===== src/rtl/apb_master_bridge9_pkg.sv =====
// Shared types and helpers for the APB master bridge: FSM state encoding,
// the number of select lines on the peripheral bus and the select decoder.
package apb_bridge_pkg9;

    localparam int unsigned NUM_SLAVES9 = 16;

    typedef enum logic [1:0] {
        IDLE   = 2'd0,
        SETUP  = 2'd1,
        ACCESS = 2'd2,
        RESP   = 2'd3
    } state_e;

    // Turn the 4-bit slave index taken from the address into a one-hot psel.
    function automatic logic [NUM_SLAVES9-1:0] slave_onehot(input logic [3:0] idx);
        logic [NUM_SLAVES9-1:0] one_s;
        one_s = {{(NUM_SLAVES9-1){1'b0}}, 1'b1};
        return one_s << idx;
    endfunction

endpackage


===== src/rtl/apb_master_bridge9_if.sv =====
// Bundle of the request/response handshake and the APB signal set.
// The master modport is the bridge's view; slave is the view of whoever
// sits on the other side (request source, response sink and APB slaves).
interface apb_master_bridge9_if #(
    parameter int unsigned PADDR_WIDTH9  = 32,
    parameter int unsigned PWDATA_WIDTH9 = 32,
    parameter int unsigned PRDATA_WIDTH9 = 32
) ();
    import apb_bridge_pkg9::*;

    // request side
    logic                     req_valid9;
    logic                     req_ready9;
    logic [PADDR_WIDTH9-1:0]  req_addr9;
    logic                     req_write9;
    logic [PWDATA_WIDTH9-1:0] req_wdata9;

    // response side
    logic                     rsp_valid9;
    logic                     rsp_ready9;
    logic [PRDATA_WIDTH9-1:0] rsp_rdata9;
    logic                     rsp_err9;
    logic                     rsp_timeout9;

    // APB bus
    logic [PADDR_WIDTH9-1:0]  paddr9;
    logic                     prwd9;
    logic [PWDATA_WIDTH9-1:0] pwdata9;
    logic                     penable9;
    logic [NUM_SLAVES9-1:0]   psel9;
    logic [PRDATA_WIDTH9-1:0] prdata9;
    logic                     pready9;
    logic                     pslverr9;

    modport master (
        input  req_valid9, req_addr9, req_write9, req_wdata9, rsp_ready9,
               prdata9, pready9, pslverr9,
        output req_ready9, rsp_valid9, rsp_rdata9, rsp_err9, rsp_timeout9,
               paddr9, prwd9, pwdata9, penable9, psel9
    );

    modport slave (
        output req_valid9, req_addr9, req_write9, req_wdata9, rsp_ready9,
               prdata9, pready9, pslverr9,
        input  req_ready9, rsp_valid9, rsp_rdata9, rsp_err9, rsp_timeout9,
               paddr9, prwd9, pwdata9, penable9, psel9
    );

endinterface


===== src/rtl/apb_master_bridge9_timer.sv =====
// ACCESS-phase wait-state counter. 'expired' is high during the cycle in
// which one more wait state would bring the count to TIMEOUT9, so the FSM
// can abort on that same edge unless pready arrives first. TIMEOUT9 = 0
// disables expiry; the counter then saturates instead of wrapping.
module apb_wait_timer9 #(
    parameter int unsigned TIMEOUT9 = 256
) (
    input  logic pclock9,
    input  logic preset9,
    input  logic clear,
    input  logic enable,
    output logic expired
);

    localparam int unsigned CNT_W  = (TIMEOUT9 > 0) ? $clog2(TIMEOUT9 + 1) : 1;
    localparam int unsigned LAST_I = (TIMEOUT9 > 0) ? (TIMEOUT9 - 1) : 0;
    localparam logic [CNT_W-1:0] LAST_C = LAST_I[CNT_W-1:0];
    localparam logic [CNT_W-1:0] ZERO_C = {CNT_W{1'b0}};
    localparam logic [CNT_W-1:0] MAX_C  = {CNT_W{1'b1}};
    localparam logic             EN_C   = (TIMEOUT9 != 0);

    logic [CNT_W-1:0] cnt_r;
    logic [CNT_W-1:0] cnt_inc_s;
    logic             expired_r;

    // Next count value when another wait state is seen.
    always_comb begin
        cnt_inc_s = cnt_r + CNT_W'(1);
    end

    // Count wait states and pre-compute the expiry flag for the next cycle.
    always_ff @(posedge pclock9 or negedge preset9) begin
        if (!preset9) begin
            cnt_r     <= ZERO_C;
            expired_r <= 1'b0;
        end else if (clear) begin
            cnt_r     <= ZERO_C;
            expired_r <= EN_C && (LAST_C == ZERO_C);
        end else if (enable && (cnt_r != MAX_C)) begin
            cnt_r     <= cnt_inc_s;
            expired_r <= EN_C && (cnt_inc_s == LAST_C);
        end else begin
            cnt_r     <= cnt_r;
            expired_r <= expired_r;
        end
    end

    assign expired = expired_r;

endmodule


===== src/rtl/apb_master_bridge9.sv =====
// Single-outstanding APB master: accepts one valid/ready request, runs the
// APB SETUP/ACCESS sequence, and holds the response until it is consumed.
// Slave wait states are bounded by a programmable timeout.
module apb_master_bridge9
    import apb_bridge_pkg9::*;
#(
    parameter int unsigned PADDR_WIDTH9  = 32,
    parameter int unsigned PWDATA_WIDTH9 = 32,
    parameter int unsigned PRDATA_WIDTH9 = 32,
    parameter int unsigned SEL_LSB9      = 12,
    parameter int unsigned TIMEOUT9      = 256
) (
    input  logic                 pclock9,
    input  logic                 preset9,
    apb_master_bridge9_if.master bus
);

    state_e                   state_r;
    logic                     req_ready_r;
    logic                     rsp_valid_r;
    logic [PRDATA_WIDTH9-1:0] rsp_rdata_r;
    logic                     rsp_err_r;
    logic                     rsp_timeout_r;
    logic [PADDR_WIDTH9-1:0]  paddr_r;
    logic                     prwd_r;
    logic [PWDATA_WIDTH9-1:0] pwdata_r;
    logic                     penable_r;
    logic [NUM_SLAVES9-1:0]   psel_r;

    logic                     accept_s;
    logic                     wait_en_s;
    logic                     expired_s;
    logic [3:0]               sel_idx_s;

    // Handshake qualifiers: request acceptance and wait-state counting.
    always_comb begin
        accept_s  = 1'b0;
        wait_en_s = 1'b0;
        sel_idx_s = bus.req_addr9[SEL_LSB9+3:SEL_LSB9];
        if (state_r == IDLE) begin
            accept_s = bus.req_valid9 && req_ready_r;
        end else begin
            accept_s = 1'b0;
        end
        if (state_r == ACCESS) begin
            wait_en_s = !bus.pready9;
        end else begin
            wait_en_s = 1'b0;
        end
    end

    // The counter restarts on every accept, i.e. on entry to SETUP.
    apb_wait_timer9 #(
        .TIMEOUT9 (TIMEOUT9)
    ) u_wait_timer (
        .pclock9 (pclock9),
        .preset9 (preset9),
        .clear   (accept_s),
        .enable  (wait_en_s),
        .expired (expired_s)
    );

    // Transfer sequencer with all bus and response outputs registered.
    always_ff @(posedge pclock9 or negedge preset9) begin
        if (!preset9) begin
            state_r       <= IDLE;
            req_ready_r   <= 1'b0;
            rsp_valid_r   <= 1'b0;
            rsp_rdata_r   <= {PRDATA_WIDTH9{1'b0}};
            rsp_err_r     <= 1'b0;
            rsp_timeout_r <= 1'b0;
            paddr_r       <= {PADDR_WIDTH9{1'b0}};
            prwd_r        <= 1'b0;
            pwdata_r      <= {PWDATA_WIDTH9{1'b0}};
            penable_r     <= 1'b0;
            psel_r        <= {NUM_SLAVES9{1'b0}};
        end else begin
            case (state_r)
                IDLE: begin
                    if (accept_s) begin
                        state_r     <= SETUP;
                        req_ready_r <= 1'b0;
                        paddr_r     <= bus.req_addr9;
                        prwd_r      <= bus.req_write9;
                        pwdata_r    <= bus.req_write9 ? bus.req_wdata9 : {PWDATA_WIDTH9{1'b0}};
                        psel_r      <= slave_onehot(sel_idx_s);
                        penable_r   <= 1'b0;
                    end else begin
                        // also covers the first cycle after reset release
                        state_r     <= IDLE;
                        req_ready_r <= 1'b1;
                    end
                end

                SETUP: begin
                    state_r   <= ACCESS;
                    penable_r <= 1'b1;
                end

                ACCESS: begin
                    if (bus.pready9) begin
                        // pready wins even when the timeout fires on this edge
                        state_r       <= RESP;
                        rsp_valid_r   <= 1'b1;
                        rsp_rdata_r   <= prwd_r ? {PRDATA_WIDTH9{1'b0}} : bus.prdata9;
                        rsp_err_r     <= bus.pslverr9;
                        rsp_timeout_r <= 1'b0;
                        paddr_r       <= {PADDR_WIDTH9{1'b0}};
                        prwd_r        <= 1'b0;
                        pwdata_r      <= {PWDATA_WIDTH9{1'b0}};
                        penable_r     <= 1'b0;
                        psel_r        <= {NUM_SLAVES9{1'b0}};
                    end else if (expired_s) begin
                        state_r       <= RESP;
                        rsp_valid_r   <= 1'b1;
                        rsp_rdata_r   <= {PRDATA_WIDTH9{1'b0}};
                        rsp_err_r     <= 1'b1;
                        rsp_timeout_r <= 1'b1;
                        paddr_r       <= {PADDR_WIDTH9{1'b0}};
                        prwd_r        <= 1'b0;
                        pwdata_r      <= {PWDATA_WIDTH9{1'b0}};
                        penable_r     <= 1'b0;
                        psel_r        <= {NUM_SLAVES9{1'b0}};
                    end else begin
                        state_r <= ACCESS;
                    end
                end

                RESP: begin
                    if (bus.rsp_ready9) begin
                        state_r       <= IDLE;
                        req_ready_r   <= 1'b1;
                        rsp_valid_r   <= 1'b0;
                        rsp_rdata_r   <= {PRDATA_WIDTH9{1'b0}};
                        rsp_err_r     <= 1'b0;
                        rsp_timeout_r <= 1'b0;
                    end else begin
                        state_r <= RESP;
                    end
                end

                default: begin
                    state_r       <= IDLE;
                    req_ready_r   <= 1'b0;
                    rsp_valid_r   <= 1'b0;
                    rsp_rdata_r   <= {PRDATA_WIDTH9{1'b0}};
                    rsp_err_r     <= 1'b0;
                    rsp_timeout_r <= 1'b0;
                    paddr_r       <= {PADDR_WIDTH9{1'b0}};
                    prwd_r        <= 1'b0;
                    pwdata_r      <= {PWDATA_WIDTH9{1'b0}};
                    penable_r     <= 1'b0;
                    psel_r        <= {NUM_SLAVES9{1'b0}};
                end
            endcase
        end
    end

    assign bus.req_ready9   = req_ready_r;
    assign bus.rsp_valid9   = rsp_valid_r;
    assign bus.rsp_rdata9   = rsp_rdata_r;
    assign bus.rsp_err9     = rsp_err_r;
    assign bus.rsp_timeout9 = rsp_timeout_r;
    assign bus.paddr9       = paddr_r;
    assign bus.prwd9        = prwd_r;
    assign bus.pwdata9      = pwdata_r;
    assign bus.penable9     = penable_r;
    assign bus.psel9        = psel_r;

endmodule


===== src/flat_wrapper.sv =====
// flat-port wrapper written by rule: the top's interface ports become plain ports
module apb_master_bridge9_flat import apb_bridge_pkg9::*;
#(
    parameter int unsigned PADDR_WIDTH9  = 32,
    parameter int unsigned PWDATA_WIDTH9 = 32,
    parameter int unsigned PRDATA_WIDTH9 = 32,
    parameter int unsigned SEL_LSB9      = 12,
    parameter int unsigned TIMEOUT9      = 256
)
  (pclock9, preset9, bus_req_valid9, bus_req_addr9, bus_req_write9, bus_req_wdata9, bus_rsp_ready9, bus_prdata9, bus_pready9, bus_pslverr9, bus_req_ready9, bus_rsp_valid9, bus_rsp_rdata9, bus_rsp_err9, bus_rsp_timeout9, bus_paddr9, bus_prwd9, bus_pwdata9, bus_penable9, bus_psel9);
  apb_master_bridge9_if #(.PADDR_WIDTH9(PADDR_WIDTH9), .PWDATA_WIDTH9(PWDATA_WIDTH9), .PRDATA_WIDTH9(PRDATA_WIDTH9)) bus_i ();
  input  logic pclock9;
  input  logic preset9;
  input wire logic [$bits(bus_i.req_valid9)-1:0] bus_req_valid9;
  input wire logic [$bits(bus_i.req_addr9)-1:0] bus_req_addr9;
  input wire logic [$bits(bus_i.req_write9)-1:0] bus_req_write9;
  input wire logic [$bits(bus_i.req_wdata9)-1:0] bus_req_wdata9;
  input wire logic [$bits(bus_i.rsp_ready9)-1:0] bus_rsp_ready9;
  input wire logic [$bits(bus_i.prdata9)-1:0] bus_prdata9;
  input wire logic [$bits(bus_i.pready9)-1:0] bus_pready9;
  input wire logic [$bits(bus_i.pslverr9)-1:0] bus_pslverr9;
  output wire logic [$bits(bus_i.req_ready9)-1:0] bus_req_ready9;
  output wire logic [$bits(bus_i.rsp_valid9)-1:0] bus_rsp_valid9;
  output wire logic [$bits(bus_i.rsp_rdata9)-1:0] bus_rsp_rdata9;
  output wire logic [$bits(bus_i.rsp_err9)-1:0] bus_rsp_err9;
  output wire logic [$bits(bus_i.rsp_timeout9)-1:0] bus_rsp_timeout9;
  output wire logic [$bits(bus_i.paddr9)-1:0] bus_paddr9;
  output wire logic [$bits(bus_i.prwd9)-1:0] bus_prwd9;
  output wire logic [$bits(bus_i.pwdata9)-1:0] bus_pwdata9;
  output wire logic [$bits(bus_i.penable9)-1:0] bus_penable9;
  output wire logic [$bits(bus_i.psel9)-1:0] bus_psel9;
  assign bus_i.req_valid9 = bus_req_valid9;
  assign bus_i.req_addr9 = bus_req_addr9;
  assign bus_i.req_write9 = bus_req_write9;
  assign bus_i.req_wdata9 = bus_req_wdata9;
  assign bus_i.rsp_ready9 = bus_rsp_ready9;
  assign bus_i.prdata9 = bus_prdata9;
  assign bus_i.pready9 = bus_pready9;
  assign bus_i.pslverr9 = bus_pslverr9;
  assign bus_req_ready9 = bus_i.req_ready9;
  assign bus_rsp_valid9 = bus_i.rsp_valid9;
  assign bus_rsp_rdata9 = bus_i.rsp_rdata9;
  assign bus_rsp_err9 = bus_i.rsp_err9;
  assign bus_rsp_timeout9 = bus_i.rsp_timeout9;
  assign bus_paddr9 = bus_i.paddr9;
  assign bus_prwd9 = bus_i.prwd9;
  assign bus_pwdata9 = bus_i.pwdata9;
  assign bus_penable9 = bus_i.penable9;
  assign bus_psel9 = bus_i.psel9;
  apb_master_bridge9 #(.PADDR_WIDTH9(PADDR_WIDTH9), .PWDATA_WIDTH9(PWDATA_WIDTH9), .PRDATA_WIDTH9(PRDATA_WIDTH9), .SEL_LSB9(SEL_LSB9), .TIMEOUT9(TIMEOUT9)) u_core (.pclock9(pclock9), .preset9(preset9), .bus(bus_i));
endmodule

===== config.mk =====
export PLATFORM = sky130hd
export DESIGN_NAME = apb_master_bridge9_flat
export DESIGN_NICKNAME = d
export VERILOG_FILES = /design/src/rtl/apb_master_bridge9_pkg.sv /design/src/rtl/apb_master_bridge9_if.sv /design/src/rtl/apb_master_bridge9_timer.sv /design/src/rtl/apb_master_bridge9.sv /design/src/flat_wrapper.sv
export SDC_FILE = /design/constraint.sdc
export NUM_CORES = 1
export LEC_CHECK = 0
export ABC_AREA = 0
export BUFFER_PORTS_ARGS = -buffer_cell sky130_fd_sc_hd__buf_2
export CAP_MARGIN = 30
export CORE_UTILIZATION = 37
export CTS_CLUSTER_DIAMETER = 40
export DETAILED_ROUTE_END_ITERATION = 7
export PLACE_DENSITY = 0.62
export SLEW_MARGIN = 20
export SYNTH_ARGS = -nofsm -noshare
export SYNTH_HDL_FRONTEND = slang
export SYNTH_SLANG_ARGS = --single-unit

===== constraint.sdc =====
create_clock -name pclock9 -period 3.2 [get_ports pclock9]
set_input_delay 0.48 -clock pclock9 [delete_from_list [all_inputs] [get_ports pclock9]]
set_output_delay 0.48 -clock pclock9 [all_outputs]
set_load 0.02 [all_outputs]

==> results of run 1 <==
-- state kept, by name (all words and copies together), names as in the netlist, 2 cells and up --
register,cells
u_core.bus.paddr9,32
u_core.bus.psel9,16
u_core.bus.pwdata9,32
u_core.bus.rsp_rdata9,32
u_core.state_r,2
u_core.u_wait_timer.cnt_r,9
-- layer usage --
layer  global-route usage, %  routed length [µm]  vias up  share of wire, %
met5                       0                   0        -                 0
met2                    28.0                6110      162                48
li1                        -                   -     2004                 -
met4                    7.33                 156        0               1.2
met3                    5.22                 796       15               6.3
met1                    22.3                5550     2017                44
-- layout make-up --
cell class | count | area (µm²)
well taps | 180 | 225
inverters | 6 | 22.5
multi-input cells | 275 | 1820
flip-flops and latches | 130 | 3250
fillers | 1241 | 6770
repair buffers | 227 | 1180
clock inverters | 9 | 55.1
clock buffers | 23 | 498
-- power breakdown --
group          total (mW)  internal, mW  switching, mW
logic                3.12          1.14           1.97
registers            2.60          2.27          0.337
clock network        1.77          1.09          0.686
-- cells by family (layout without fill, tap and decap cells) --
logic type               count (synthesis)  in the layout
AND/OR/NAND/NOR                        127            127
AO/OA/AOI/OAI                          134            134
XOR/XNOR                                 5              5
buffers and inverters                   39            265
multiplexers                             2              2
adder cells (fa/ha/maj)                  7              7
flip-flops                             130            130
-- how the worst max path moves through the flow --
stage | end | startpoint | slack [ns] | cells past startpoint
after floorplan | u_core.u_wait_timer.expired | u_core.u_wait_timer.cnt_r[0] | 0.98 | 8
after global placement | u_core.u_wait_timer.expired | u_core.u_wait_timer.cnt_r[0] | 0.94 | 7
after detailed placement | u_core.bus.psel9[13] | u_core.state_r[0] | 0.84 | 7
after CTS | u_core.bus.psel9[13] | u_core.state_r[0] | 0.82 | 7
after global routing | u_core.bus.psel9[8] | u_core.state_r[0] | 0.63 | 7
final | u_core.bus.psel9[13] | u_core.state_r[0] | 0.82 | 7
-- synthesized netlist by cell type (2+ instances only) --
master,instances
sky130_fd_sc_hd__nor3_1,2
sky130_fd_sc_hd__buf_6,5
sky130_fd_sc_hd__buf_2,3
sky130_fd_sc_hd__o41ai_2,2
sky130_fd_sc_hd__a32o_1,4
sky130_fd_sc_hd__dfrtp_1,130
sky130_fd_sc_hd__ha_1,7
sky130_fd_sc_hd__nand2_1,60
sky130_fd_sc_hd__o21ai_0,39
sky130_fd_sc_hd__xor2_1,3
sky130_fd_sc_hd__nor3b_1,2
sky130_fd_sc_hd__inv_1,6
sky130_fd_sc_hd__nand4_1,2
sky130_fd_sc_hd__xnor2_1,2
sky130_fd_sc_hd__mux2_2,2
sky130_fd_sc_hd__clkbuf_1,22
sky130_fd_sc_hd__nor2_1,14
sky130_fd_sc_hd__o31ai_1,12
sky130_fd_sc_hd__buf_1,3
sky130_fd_sc_hd__a21o_1,2
sky130_fd_sc_hd__or3_1,4
sky130_fd_sc_hd__a22o_1,64
sky130_fd_sc_hd__a21oi_1,8
sky130_fd_sc_hd__nor2b_1,2
sky130_fd_sc_hd__nand2b_1,30
-- worst max-delay path, cell delays in order (launching register included) --
cell and delay, ns:
sky130_fd_sc_hd__dfrtp_1 0.39, sky130_fd_sc_hd__inv_1 0.10, sky130_fd_sc_hd__ha_1 0.32, sky130_fd_sc_hd__nor3b_1 0.37, sky130_fd_sc_hd__or3_4 0.48, sky130_fd_sc_hd__nor3b_2 0.12
sky130_fd_sc_hd__and2b_1 0.21, sky130_fd_sc_hd__a32o_1 0.27
-- metrics by stage --
step                instance area, µm²  util, %  instances
floorplan                         5240        -        444
global placement                  6500     47.0        818
detailed placement                6500     47.0        818
CTS                               7050     51.0        850
global route                      7050     51.0        850
finish                            7050     51.0        850
==> results.env, run 1 <==
DESIGN.DIE.AREA_MM2=0.0146
CTS_SINKS=130
TIMING.SLEW.HEADROOM_PCT=44.1
DETAIL_ROUTE.ITER0.VIOLATIONS=290
TIMING.CLOCK.SKEW_NS=0.00595
YS_SEQ_ELEMENTS=130
NUM_ROWS=43
UNREPAIRED_SETUP_ENDPOINTS_AFTER_GLOBAL_ROUTING='no'
R2R_START='u_core.state_r[0]'
SYNTH.AREA.MUX_SHARE_PCT=0.430
NETLIST-CELL-TYPE-COUNT=39
VIASPERCELL=4.94
PATH_CLASS_OF_THE_LOWEST_SLACK_MIN_DELAY_PATH='input port to asynchronous set/reset pin'
YOSYS.AREA_SHARE.XOR_XNOR_PCT=0.836
CTS_BUFFERS=17
DRV_CAP=0
DRT_WL_TOTAL_UM=12600
COREAREA_MM2=0.0138
SETUP_VIOLATIONS=0
GRTUSAGETOTAL_PCT=17.6
SYNTHESIS.YOSYS.WARNINGS=0
DP_SLACK_NS=0.840
FINAL.SETUP.TNS_NS=0
CTS.REPAIR_TIMING.SETUP_BUFFER_COUNT=0
SYNTH_TOP_FLOP_CELL='sky130_fd_sc_hd__dfrtp_1'
DIE_HEIGHT_UM=121
SYNTH_FP_NETS=554
WORST_R2R_PATH_DEPTH=7
FINAL_COMMON_CELL='sky130_fd_sc_hd__buf_2'
CTS_BUFFER_DEPTH=2
DRV_SLEW=0
FINALWORSTPATHREQUIREDPERIOD_NS=2.38
FIN_TOTAL_PWR_mW=7.49
INSERTEDDIODECOUNT=0
END_KIND='flop'
NETS=767
VIAS_IN_THE_FIRST_GLOBAL_ROUTE=4069
VIOLATIONS='DRC'
DETAIL_ROUTE.FIRST_PASS.ITERATIONS=8
YOSYSTOPAREACELLSHARE_PCT=62.1
PATH_CLK_SLEW_NS=0.06
SYNTHDOMINANTAREACELLTYPE='sky130_fd_sc_hd__dfrtp_1'
CRITICAL_PATH_REQUIRED_NS=3.50
NETLIST_TOP_CELLS_AREA='sky130_fd_sc_hd__dfrtp_1, sky130_fd_sc_hd__a22o_1, sky130_fd_sc_hd__nand2_1, sky130_fd_sc_hd__o21ai_0, sky130_fd_sc_hd__nand2b_1'
WORST_SETUP_PATH_START_KIND='flop'
IR_WORST_VDD_uV=525
SYNTH_TOP_FAMILY_BY_AREA='compound AO/OA/AOI/OAI gates'
OVERFLOW=0
GRT_PASS1_WL_UM=19800
POSTCTSRESIZEDCELLS=0
MAX_FREQ_GHz=0.420
FINAL_CELL_MIX='sky130_fd_sc_hd__buf_2, sky130_fd_sc_hd__dfrtp_1, sky130_fd_sc_hd__a22o_1'
FIN_WORST_HOLD_SLACK_NS=0.159
WORST-ENDPOINT-ARRIVAL_NS=2.69
GRT_ANTENNA_BEFORE_REPAIR=0
SYNTH.YOSYS.SEQ_AREA_SHARE_PCT=62.1
SYNTHCELLS=444
INITIAL_CORE_UTIL_PCT=37.9
DRT.ANTENNA.VIOLATING_NETS=0
P_LEAK_nW=3.74
POWER.DENSITY_CELL_AREA_mW_PER_MM2=1060
SYNTH-COMPOUND-AREA-SHARE_PCT=19.1
YOSYS.AREA_SHARE.SIMPLE_PCT=12.3
LAYOUT_OVERHEAD_ON_THE_SYNTHESIZED_AREA_PCT=34.6
CTS_HTREE_LEVELS=4
EDFF_COUNT_SYNTH=0
ROUTED-VIA-COUNT=4198
FRACTION_OF_SYNTHESIS_FLOPS_USING_AN_ASYNCHRONOUS_SET_OR_RESET_PIN_PCT=100
PER_INSTANCE_AVERAGE_AREA_AFTER_SYNTHESIS_UM2=11.8
PLACE_CONGESTION=0.803
DRIVE_GT1_SHARE_PCT=39.7
WIRE_PER_INST_UM=14.8
FIN_WS_NS=0.816
TRITONCTS='done'
CLOCK_ROOT_BUFFER='sky130_fd_sc_hd__clkbuf_16'
GRT_MAX_DEGREE=71
COUNT_OF_INPUT_AND_OUTPUT_BUFFERS=220
PERIOD_SHARE_PCT=74.5
HOLD_VIOLATIONS=0
TIMING.SETUP.CRITICAL_PATH_CLASS='flop to flop'
R2R_END='u_core.bus.psel9[13]'
MAXIMUM_FANOUT_ALONG_THE_WORST_PATH=34
WORST_SKEW_PAIR.LATE_LATENCY_NS=0.42
IO_PINS=221
DIE_W_UM=121
POST_SYNTH_FA_HA_MAJ_AREA_FRACTION_PCT=1.67
REMAINING_DRC_ERRORS=1
MAPPEDNETLISTAREA_MM2=0.00524
HPWL_UM=8730
SETUP.REG_TO_REG.WORST_SLACK_NS=0.82
RUN_STATUS='complete, but fails checks'
TIGHTESTPINTRANSITION_NS=0.838
CTS_HOLD_BUF=0
Power figures use the tool's default switching activity.
==> inputs of run 2 (changes only) <==
PLACE_DENSITY = 0.65   (was 0.62)
clock period = 1.95 ns   (was 3.2 ns; I/O delays follow)
==> run 2 against run 1 <==
Compared with the run above:
- the flow finishes with violations (setup timing)
- first-iteration DRC count fell by 27%
- hold slack worse by 0.074 ns
- via count grew 6.0%
- clock power is 71% higher
- die area unchanged
- critical endpoint is now u_core.u_wait_timer.expired
- highest routed layer unchanged
==> results.env, run 2 (same netlist as run 1, synthesis figures left out) <==
RUN_STATUS='complete, but fails checks'
VIOLATIONS='setup timing'
FINAL.SETUP.TNS_NS=-0.0195  # -0.0195 ns
SWITCHINGPOWER_mW=5.14  # +71%
GRTUSAGETOTAL_PCT=18.3  # +0.69 points
P_COMB_SHARE_PCT=44.9  # +3.3 points
HOLD_DEPTH=2
OVERFLOW=0  # unchanged
CTS_BUFFERS=17  # unchanged
WIRE_PER_INST_UM=14.9  # +0.62%
DIE_W_UM=121  # unchanged
FIN_WORST_HOLD_SLACK_NS=0.0849  # -0.0742 ns
POWER.DENSITY_CELL_AREA_mW_PER_MM2=1760  # +65%
CTS_BUFFER_DEPTH=2  # unchanged
TIMING.CLOCK.SKEW_NS=0.00415  # -0.00180 ns
NUM_ROWS=43  # unchanged
END_KIND='flop'
FINAL-SEQ-AREA_MM2=0.00325  # unchanged
DRT_WL_TOTAL_UM=13200  # +5.0%
SLOWEST_STAGE='sky130_fd_sc_hd__or4b_4'
FINALWORSTPATHREQUIREDPERIOD_NS=1.97  # -0.414 ns
DESIGN.DIE.AREA_MM2=0.0146  # unchanged
REMAINING_DRC_ERRORS=0  # -1
REG_POWER_SHARE_PCT=32.3  # -2.4 points
MAX_FREQ_GHz=0.508  # +21%
FIN_WS_NS=-0.0195  # -0.836 ns
CTS_HTREE_LEVELS=4  # unchanged
ROUTED-VIA-COUNT=4451  # +6.0%
FINAL_COMMON_CELL='sky130_fd_sc_hd__buf_2'
PLACE_CONGESTION=0.868  # +8.0%
MAXIMUM_FANOUT_ALONG_THE_WORST_PATH=4  # -88%
GRT_ANTENNA_BEFORE_REPAIR=0  # unchanged
FILLER_CELL_COUNT=1218  # -1.9%
DRV_SLEW=0  # unchanged
HPWL_UM=9250  # +6.0%
TIMING.SETUP.CRITICAL_PATH_CLASS='flop to flop'
PERIOD_SHARE_PCT=101  # +27 points
FINAL_CELL_MIX='sky130_fd_sc_hd__buf_2, sky130_fd_sc_hd__dfrtp_1, sky130_fd_sc_hd__a22o_1'
PATH_CLASS_OF_THE_LOWEST_SLACK_MIN_DELAY_PATH='input port to flop'
SHARE_CLK_OF_TOTAL_POWER_PCT=22.8  # -0.8 points
PATH_CLK_SLEW_NS=0.06  # about the same
SETUP_VIOLATIONS=1  # +1
FIN_TOTAL_PWR_mW=13.2  # +77%
CRITICAL_PATH_REQUIRED_NS=2.29  # -1.21 ns
VIASPERCELL=5.02  # +1.6%
DETAIL_ROUTE.FIRST_PASS.ITERATIONS=4  # -4
FINAL_CELL_COUNT_NO_FILL=887  # +4.4%
IR_WORST_VDD_uV=758  # +44%
WORST_R2R_PATH_DEPTH=7  # unchanged
IO_PINS=221  # unchanged
DIE_HEIGHT_UM=121  # unchanged
DP_SLACK_NS=-0.0498  # -0.890 ns
TIMING.CRITICAL_PATH.CELLS='ha_4 > nand2_4 > nor3_2 > ha_2 > or3b_4 > or4b_4 > a21oi_2'
TRITONCTS='done'
COREAREA_MM2=0.0138  # unchanged
DRT.ANTENNA.VIOLATING_NETS=0  # unchanged
DRIVE_GT1_SHARE_PCT=45.0  # +5.3 points
HOLD_PATH.STARTPOINT='bus_prdata9[19]'
NETS=804  # +4.8%
SW_FRAC_OF_TOTAL_PCT=38.9  # -1.1 points
DRV_CAP=0  # unchanged
SETUP.REG_TO_REG.WORST_SLACK_NS=-0.02  # -0.84 ns
HOLD_VIOLATIONS=0  # unchanged
P_LEAK_nW=3.99  # +6.6%
WORST_SKEW_PAIR.LATE_LATENCY_NS=0.42  # about the same
COUNT_OF_INPUT_AND_OUTPUT_BUFFERS=220  # unchanged
INITIAL_CORE_UTIL_PCT=37.9  # unchanged
VIAS_IN_THE_FIRST_GLOBAL_ROUTE=4251  # +4.5%
TIMING.SLEW.HEADROOM_PCT=69.9  # +26 points
R2R_START='u_core.u_wait_timer.cnt_r[0]'
WORST_SETUP_PATH_START_KIND='flop'
DETAIL_ROUTE.ITER0.VIOLATIONS=213  # -27%
TIGHTESTPINTRANSITION_NS=0.452  # -0.386 ns
GRT_MAX_DEGREE=73  # +2.8%
LAYOUT_OVERHEAD_ON_THE_SYNTHESIZED_AREA_PCT=43.6
CTS_SINKS=130  # unchanged
CLOCK_ROOT_BUFFER='sky130_fd_sc_hd__clkbuf_16'
WORST_PATH_MAX_STAGE_DELAY_NS=0.52  # +0.04 ns
UNREPAIRED_SETUP_ENDPOINTS_AFTER_GLOBAL_ROUTING='yes'
HOLD_END='u_core.bus.rsp_rdata9[19]'
INTERNAL_POWER_mW=8.08  # +80%
MULTI_INPUT_COMB_AREA_MM2=0.00190  # +4.5%
INSERTEDDIODECOUNT=0  # unchanged
R2R_END='u_core.u_wait_timer.expired'
POST-PLACE-CELLS=849  # +3.8%
GRT_PASS1_WL_UM=20700  # +4.3%
WORST-ENDPOINT-ARRIVAL_NS=2.31  # -0.38 ns
## run 2: cell type report
type	instances	area share (%)
timing repair buffer	264	20.7
tap	180	2.99
multi-input combinational	275	25.3
clock inverter	12	1.53
sequential	130	43.2
inverter	6	0.299
clock buffer	20	5.94
## run 2: worst max path at each step
| stage | start | endpoint | slack [ns] | depth (start not counted) |
|---|---|---|---|---|
| after global placement | u_core.u_wait_timer.cnt_r[0] | u_core.u_wait_timer.expired | -0.04 | 7 |
| after detailed placement | u_core.state_r[1] | u_core.bus.psel9[10] | -0.05 | 7 |
| after CTS | u_core.u_wait_timer.cnt_r[0] | u_core.u_wait_timer.expired | -0.02 | 7 |
| after floorplan | u_core.u_wait_timer.cnt_r[0] | u_core.u_wait_timer.expired | -0.13 | 8 |
| after global routing | u_core.u_wait_timer.cnt_r[0] | u_core.u_wait_timer.cnt_r[5] | -0.11 | 9 |
| final | u_core.u_wait_timer.cnt_r[0] | u_core.u_wait_timer.expired | -0.02 | 7 |
## run 2: timing repair
action,4_1_cts,5_1_grt
hold buffers,1,0
buffers inserted,1,2
endpoints found under the setup margin,43,103
hold endpoints to repair,130,0
cloned,0,2
pin swaps,4,12
resized for setup,3,15
## run 2: worst max-delay path: cells and delay by family, from the launching register on
kind	cells	cell delay, ns
AOI/OAI and AO/OA	1	0.12
adders and majority gates	2	0.36
DFF	1	0.41
and+or+nand+nor	4	1.02
## run 2: through the flow
step	area [µm²]	util (%)
after floorplan	5280	-
after CTS	7410	53.6
final	7520	54.4
after global placement	6820	49.3
after global routing	7520	54.4
after detailed placement	6820	49.3
## run 2: layer usage
layer  share of wire (%)  wire (µm)  track usage (%)  vias up
met5                   0          0                0        -
li1                    -          -                -     2084
met3                 7.7       1020             6.48       20
met1                  42       5620             22.5     2172
met4                 1.6        207             7.56        0
met2                  48       6400             29.0      175
## run 2: power by group through the flow
stage / Combinational, mW / Clock [mW] / Sequential (mW)
2_1_floorplan: 2.41 / 0 / 5.43
3_3_place_gp: 5.57 / 0 / 4.25
3_5_place_dp: 5.70 / 0 / 4.29
4_1_cts: 5.72 / 3.09 / 4.28
5_1_grt: 6.45 / 3.23 / 4.40
6_report: 5.93 / 3.02 / 4.27
==> inputs of run 3 (changes only) <==
ABC_AREA = 1   (was 0)
PLACE_DENSITY = 0.64   (was 0.65)
==> run 3 against run 2 <==
Compared with the run above:
- the run now ends clean
- critical path depth increased by 5
- final cell count increased by 17%
- hold slack got worse by 0.0061 ns
- power increased by 0.23%
- clock skew increased by 0.0027 ns
- register-to-register slack improved by 0.16 ns
- global-route usage increased by 0.14 points
- core utilization decreased by 2.6 points
- critical path type unchanged
==> results.env, run 3 <==
RUN_STATUS='finished clean'
TIMING.SETUP.CRITICAL_PATH_CLASS='flop to flop'
MAPPEDNETLISTAREA_MM2=0.00555  # +5.8%
PERIOD_SHARE_PCT=92.6  # -8.4 points
POST-PLACE-CELLS=1005  # +18%
DESIGN.DIE.AREA_MM2=0.0155  # +5.7%
TIMING.CRITICAL_PATH.CELLS='ha_2 > nand2_1 > inv_1 > nand2_1 > nor2_1 > ha_1 > nand3b_1 > nor2_4 > nand2_2 > nor2_1 > nand3_1 > nand2_1'
SYNTH_COMMONEST_CELLS='sky130_fd_sc_hd__nand2_1, sky130_fd_sc_hd__dfrtp_1, sky130_fd_sc_hd__inv_1'
CRITICAL_PATH_BUF_INV_COUNT=1  # +1
DRT_WL_TOTAL_UM=13700  # +3.6%
FRACTION_OF_SYNTHESIS_FLOPS_USING_AN_ASYNCHRONOUS_SET_OR_RESET_PIN_PCT=100  # unchanged
GRT_ANTENNA_BEFORE_REPAIR=0  # unchanged
SYNTH.YOSYS.SEQ_AREA_SHARE_PCT=58.7  # -3.4 points
FINALCOREUTILIZATION_PCT=51.8  # -2.6 points
PER_INSTANCE_AVERAGE_AREA_AFTER_SYNTHESIS_UM2=9.02  # -24%
WIRE_PER_INST_UM=13.2  # -12%
SYNTHDOMINANTAREACELLTYPE='sky130_fd_sc_hd__dfrtp_1'
YS_SEQ_ELEMENTS=130  # unchanged
TIMING.CRITICAL_PATH.MAX_DELAY_FAMILY='simple AND/OR/NAND/NOR gates'
VIAS_IN_THE_FIRST_GLOBAL_ROUTE=4393  # +3.3%
CRITPATHMOSTFREQUENTCELL='sky130_fd_sc_hd__nand2_1'
CRITICAL_PATH_REQUIRED_NS=2.30  # about the same
NETS=954  # +19%
PLACED_AREA_MM2=0.00689  # +0.95%
DRT.ANTENNA.VIOLATING_NETS=0  # unchanged
POWER.DENSITY_CELL_AREA_mW_PER_MM2=1750  # -0.21%
TIMING.CLOCK.SKEW_NS=0.00684  # +0.00269 ns
MAX_FREQ_GHz=0.554  # +9.1%
WORST_SKEW_PAIR.LATE_LATENCY_NS=0.41  # about the same
CTS_SINKS=130  # unchanged
NETLIST_TOP_CELLS_AREA='sky130_fd_sc_hd__dfrtp_1, sky130_fd_sc_hd__nand2_1, sky130_fd_sc_hd__o21ai_0, sky130_fd_sc_hd__inv_1, sky130_fd_sc_hd__nand3_1'
SYNTHCELLS=615  # +39%
ROUTED-VIA-COUNT=4801  # +7.9%
END_KIND='flop'
CTS_BUFFER_DEPTH=2  # unchanged
CTS_HTREE_LEVELS=4  # unchanged
INITIAL_CORE_UTIL_PCT=38.0  # +0.11 points
DIE_W_UM=124  # +2.8%
DRIVE_GT1_SHARE_PCT=33.3  # -12 points
DRV_CAP=0  # unchanged
MAXIMUM_FANOUT_ALONG_THE_WORST_PATH=5  # +1
TIGHTESTPINTRANSITION_NS=0.635  # +0.183 ns
DIE_HEIGHT_UM=124  # +2.8%
TRITONCTS='done'
UNREPAIRED_SETUP_ENDPOINTS_AFTER_GLOBAL_ROUTING='no'
SLOWEST_STAGE='sky130_fd_sc_hd__dfrtp_1'
YOSYSTOPAREACELLSHARE_PCT=58.7  # -3.4 points
DRV_SLEW=0  # unchanged
PATH_CLK_SLEW_NS=0.06  # about the same
FINAL_CELL_COUNT_NO_FILL=1041  # +17%
WORST_PATH_MAX_STAGE_DELAY_NS=0.38  # -0.14 ns
GRT_MAX_DEGREE=59  # -19%
WORST-ENDPOINT-ARRIVAL_NS=2.16  # -0.15 ns
REMAINING_DRC_ERRORS=0  # unchanged
CTS_BUFFERS=17  # unchanged
FIN_WORST_HOLD_SLACK_NS=0.0788  # -0.00613 ns
FINAL_CELL_MIX='sky130_fd_sc_hd__buf_2, sky130_fd_sc_hd__nand2_1, sky130_fd_sc_hd__dfrtp_1'
CLOCK_ROOT_BUFFER='sky130_fd_sc_hd__clkbuf_16'
DETAIL_ROUTE.ITER0.VIOLATIONS=243  # +14%
PATH_CLASS_OF_THE_LOWEST_SLACK_MIN_DELAY_PATH='input port to flop'
INSERTEDDIODECOUNT=0  # unchanged
OVERFLOW=0  # unchanged
LAYOUT_OVERHEAD_ON_THE_SYNTHESIZED_AREA_PCT=36.3
P_LEAK_nW=3.93  # -1.6%
HPWL_UM=9580  # +3.6%
FINAL_COMMON_CELL='sky130_fd_sc_hd__buf_2'
IR_WORST_VDD_uV=1050  # +38%
VIASPERCELL=4.61  # -8.1%
NETLIST-CELL-TYPE-COUNT=26  # -33%
GRT_PASS1_WL_UM=22500  # +9.1%
NUM_ROWS=44  # +2.3%
SYNTH_TOP_FLOP_CELL='sky130_fd_sc_hd__dfrtp_1'
COREAREA_MM2=0.0146  # +5.5%
SETUP_VIOLATIONS=0  # -1
FINALWORSTPATHREQUIREDPERIOD_NS=1.81  # -0.164 ns
GRTUSAGETOTAL_PCT=18.4  # +0.14 points
COUNT_OF_INPUT_AND_OUTPUT_BUFFERS=220  # unchanged
TIMING.SLEW.HEADROOM_PCT=57.7  # -12 points
WORST_SETUP_PATH_START_KIND='flop'
IO_PINS=221  # unchanged
FIN_AREA_MM2=0.00756  # +0.43%
PLACE_CONGESTION=0.839  # -3.3%
SYNTH_FP_NETS=725  # +31%
DETAIL_ROUTE.FIRST_PASS.ITERATIONS=4  # unchanged
POST-SYNTH-TOP-COUNT-CELL='sky130_fd_sc_hd__nand2_1'
SYNTHESIS.YOSYS.WARNINGS=0  # unchanged
HOLD_VIOLATIONS=0  # unchanged
EDFF_COUNT_SYNTH=0  # unchanged
==> run 3: cell count changes in the layout (fill, tap and decap cells not counted), moves of 30 or more <==
cell and change:
sky130_fd_sc_hd__nand2_1 +74, sky130_fd_sc_hd__o21ai_0 +58, sky130_fd_sc_hd__a22o_1 -64, sky130_fd_sc_hd__nand2b_1 -30
sky130_fd_sc_hd__inv_1 +102, sky130_fd_sc_hd__nand3_1 +44
==> run 3: cell families after synthesis <==
| logic type | after synthesis | synth area share (%) |
|---|---|---|
| buf+inv | 137 | 10.8 |
| flops | 130 | 58.7 |
| fa+ha+maj | 7 | 1.58 |
| simple gates | 207 | 16.2 |
| compound gates | 134 | 12.8 |
==> run 3: tightest hold or removal path: cells and delay by family <==
family	cells	cell delay (ns)
buf+inv	1	0.07
compound gates	1	0.05
simple gates	1	0.04
==> run 3: final timing paths <==
| kind | start | endpoint | slack [ns] | depth (start not counted) |
|---|---|---|---|---|
| min in group asynchronous | preset9 | u_core.bus.paddr9[16] | 0.41 | 2 |
| worst max register to register | u_core.u_wait_timer.cnt_r[0] | u_core.u_wait_timer.expired | 0.14 | 12 |
| max in group asynchronous | preset9 | u_core.u_wait_timer.expired | 0.95 | 3 |
| worst min-delay path | bus_req_addr9[3] | u_core.bus.paddr9[3] | 0.08 | 3 |
| worst max-delay path | u_core.u_wait_timer.cnt_r[0] | u_core.u_wait_timer.expired | 0.14 | 12 |
| worst min register to register | u_core.bus.rsp_rdata9[12] | u_core.bus.rsp_rdata9[12] | 0.48 | 2 |
==> run 3: area by class of cell <==
| type | instances | area (µm²) |
|---|---|---|
| sequential | 130 | 3250 |
| clock inverter | 14 | 178 |
| multi-input combinational | 348 | 1710 |
| timing repair buffer | 239 | 1340 |
| inverter | 108 | 405 |
| clock buffer | 18 | 439 |
| fill | 1382 | 7030 |
| tap | 184 | 230 |
==> run 3: where the power goes <==
| part | switching (mW) | total, mW | internal [mW] |
|---|---|---|---|
| Combinational | 3.74 | 5.55 | 1.82 |
| Clock | 1.23 | 3.29 | 2.06 |
| Sequential | 0.563 | 4.41 | 3.85 |
| Total | 5.53 | 13.3 | 7.73 |
==> run 3: repair_timing <==
item	4_1_cts	5_1_grt
resized for setup	1	7
endpoints found under the hold margin	36	0
hold buffers	1	0
buffers inserted	0	3
endpoints found under the setup margin	3	7
pin swaps	0	3
==> run 3: per-stage QoR <==
step / total power, mW / worst slack [ns] / setup TNS, ns
final: 13.3 / 0.144 / 0
after global routing: 14.2 / 0.00471 / 0
after CTS: 13.4 / 0.0516 / 0
after detailed placement: 10.0 / -0.0401 / -0.0401
after global placement: 9.96 / 0.0516 / 0
after floorplan: 7.96 / 0.189 / 0
==> run 3: per-layer routing <==
metal  up-vias  wire length [µm]  part of all wire [%]  global-route usage (%)
met4         0               331                   2.4                    7.51
met3        26               665                   4.8                    5.37
met2       147              6490                    47                    28.4
li1       2403                 -                     -                       -
met5         -                 0                     0                       0
met1      2225              6240                    45                    24.3
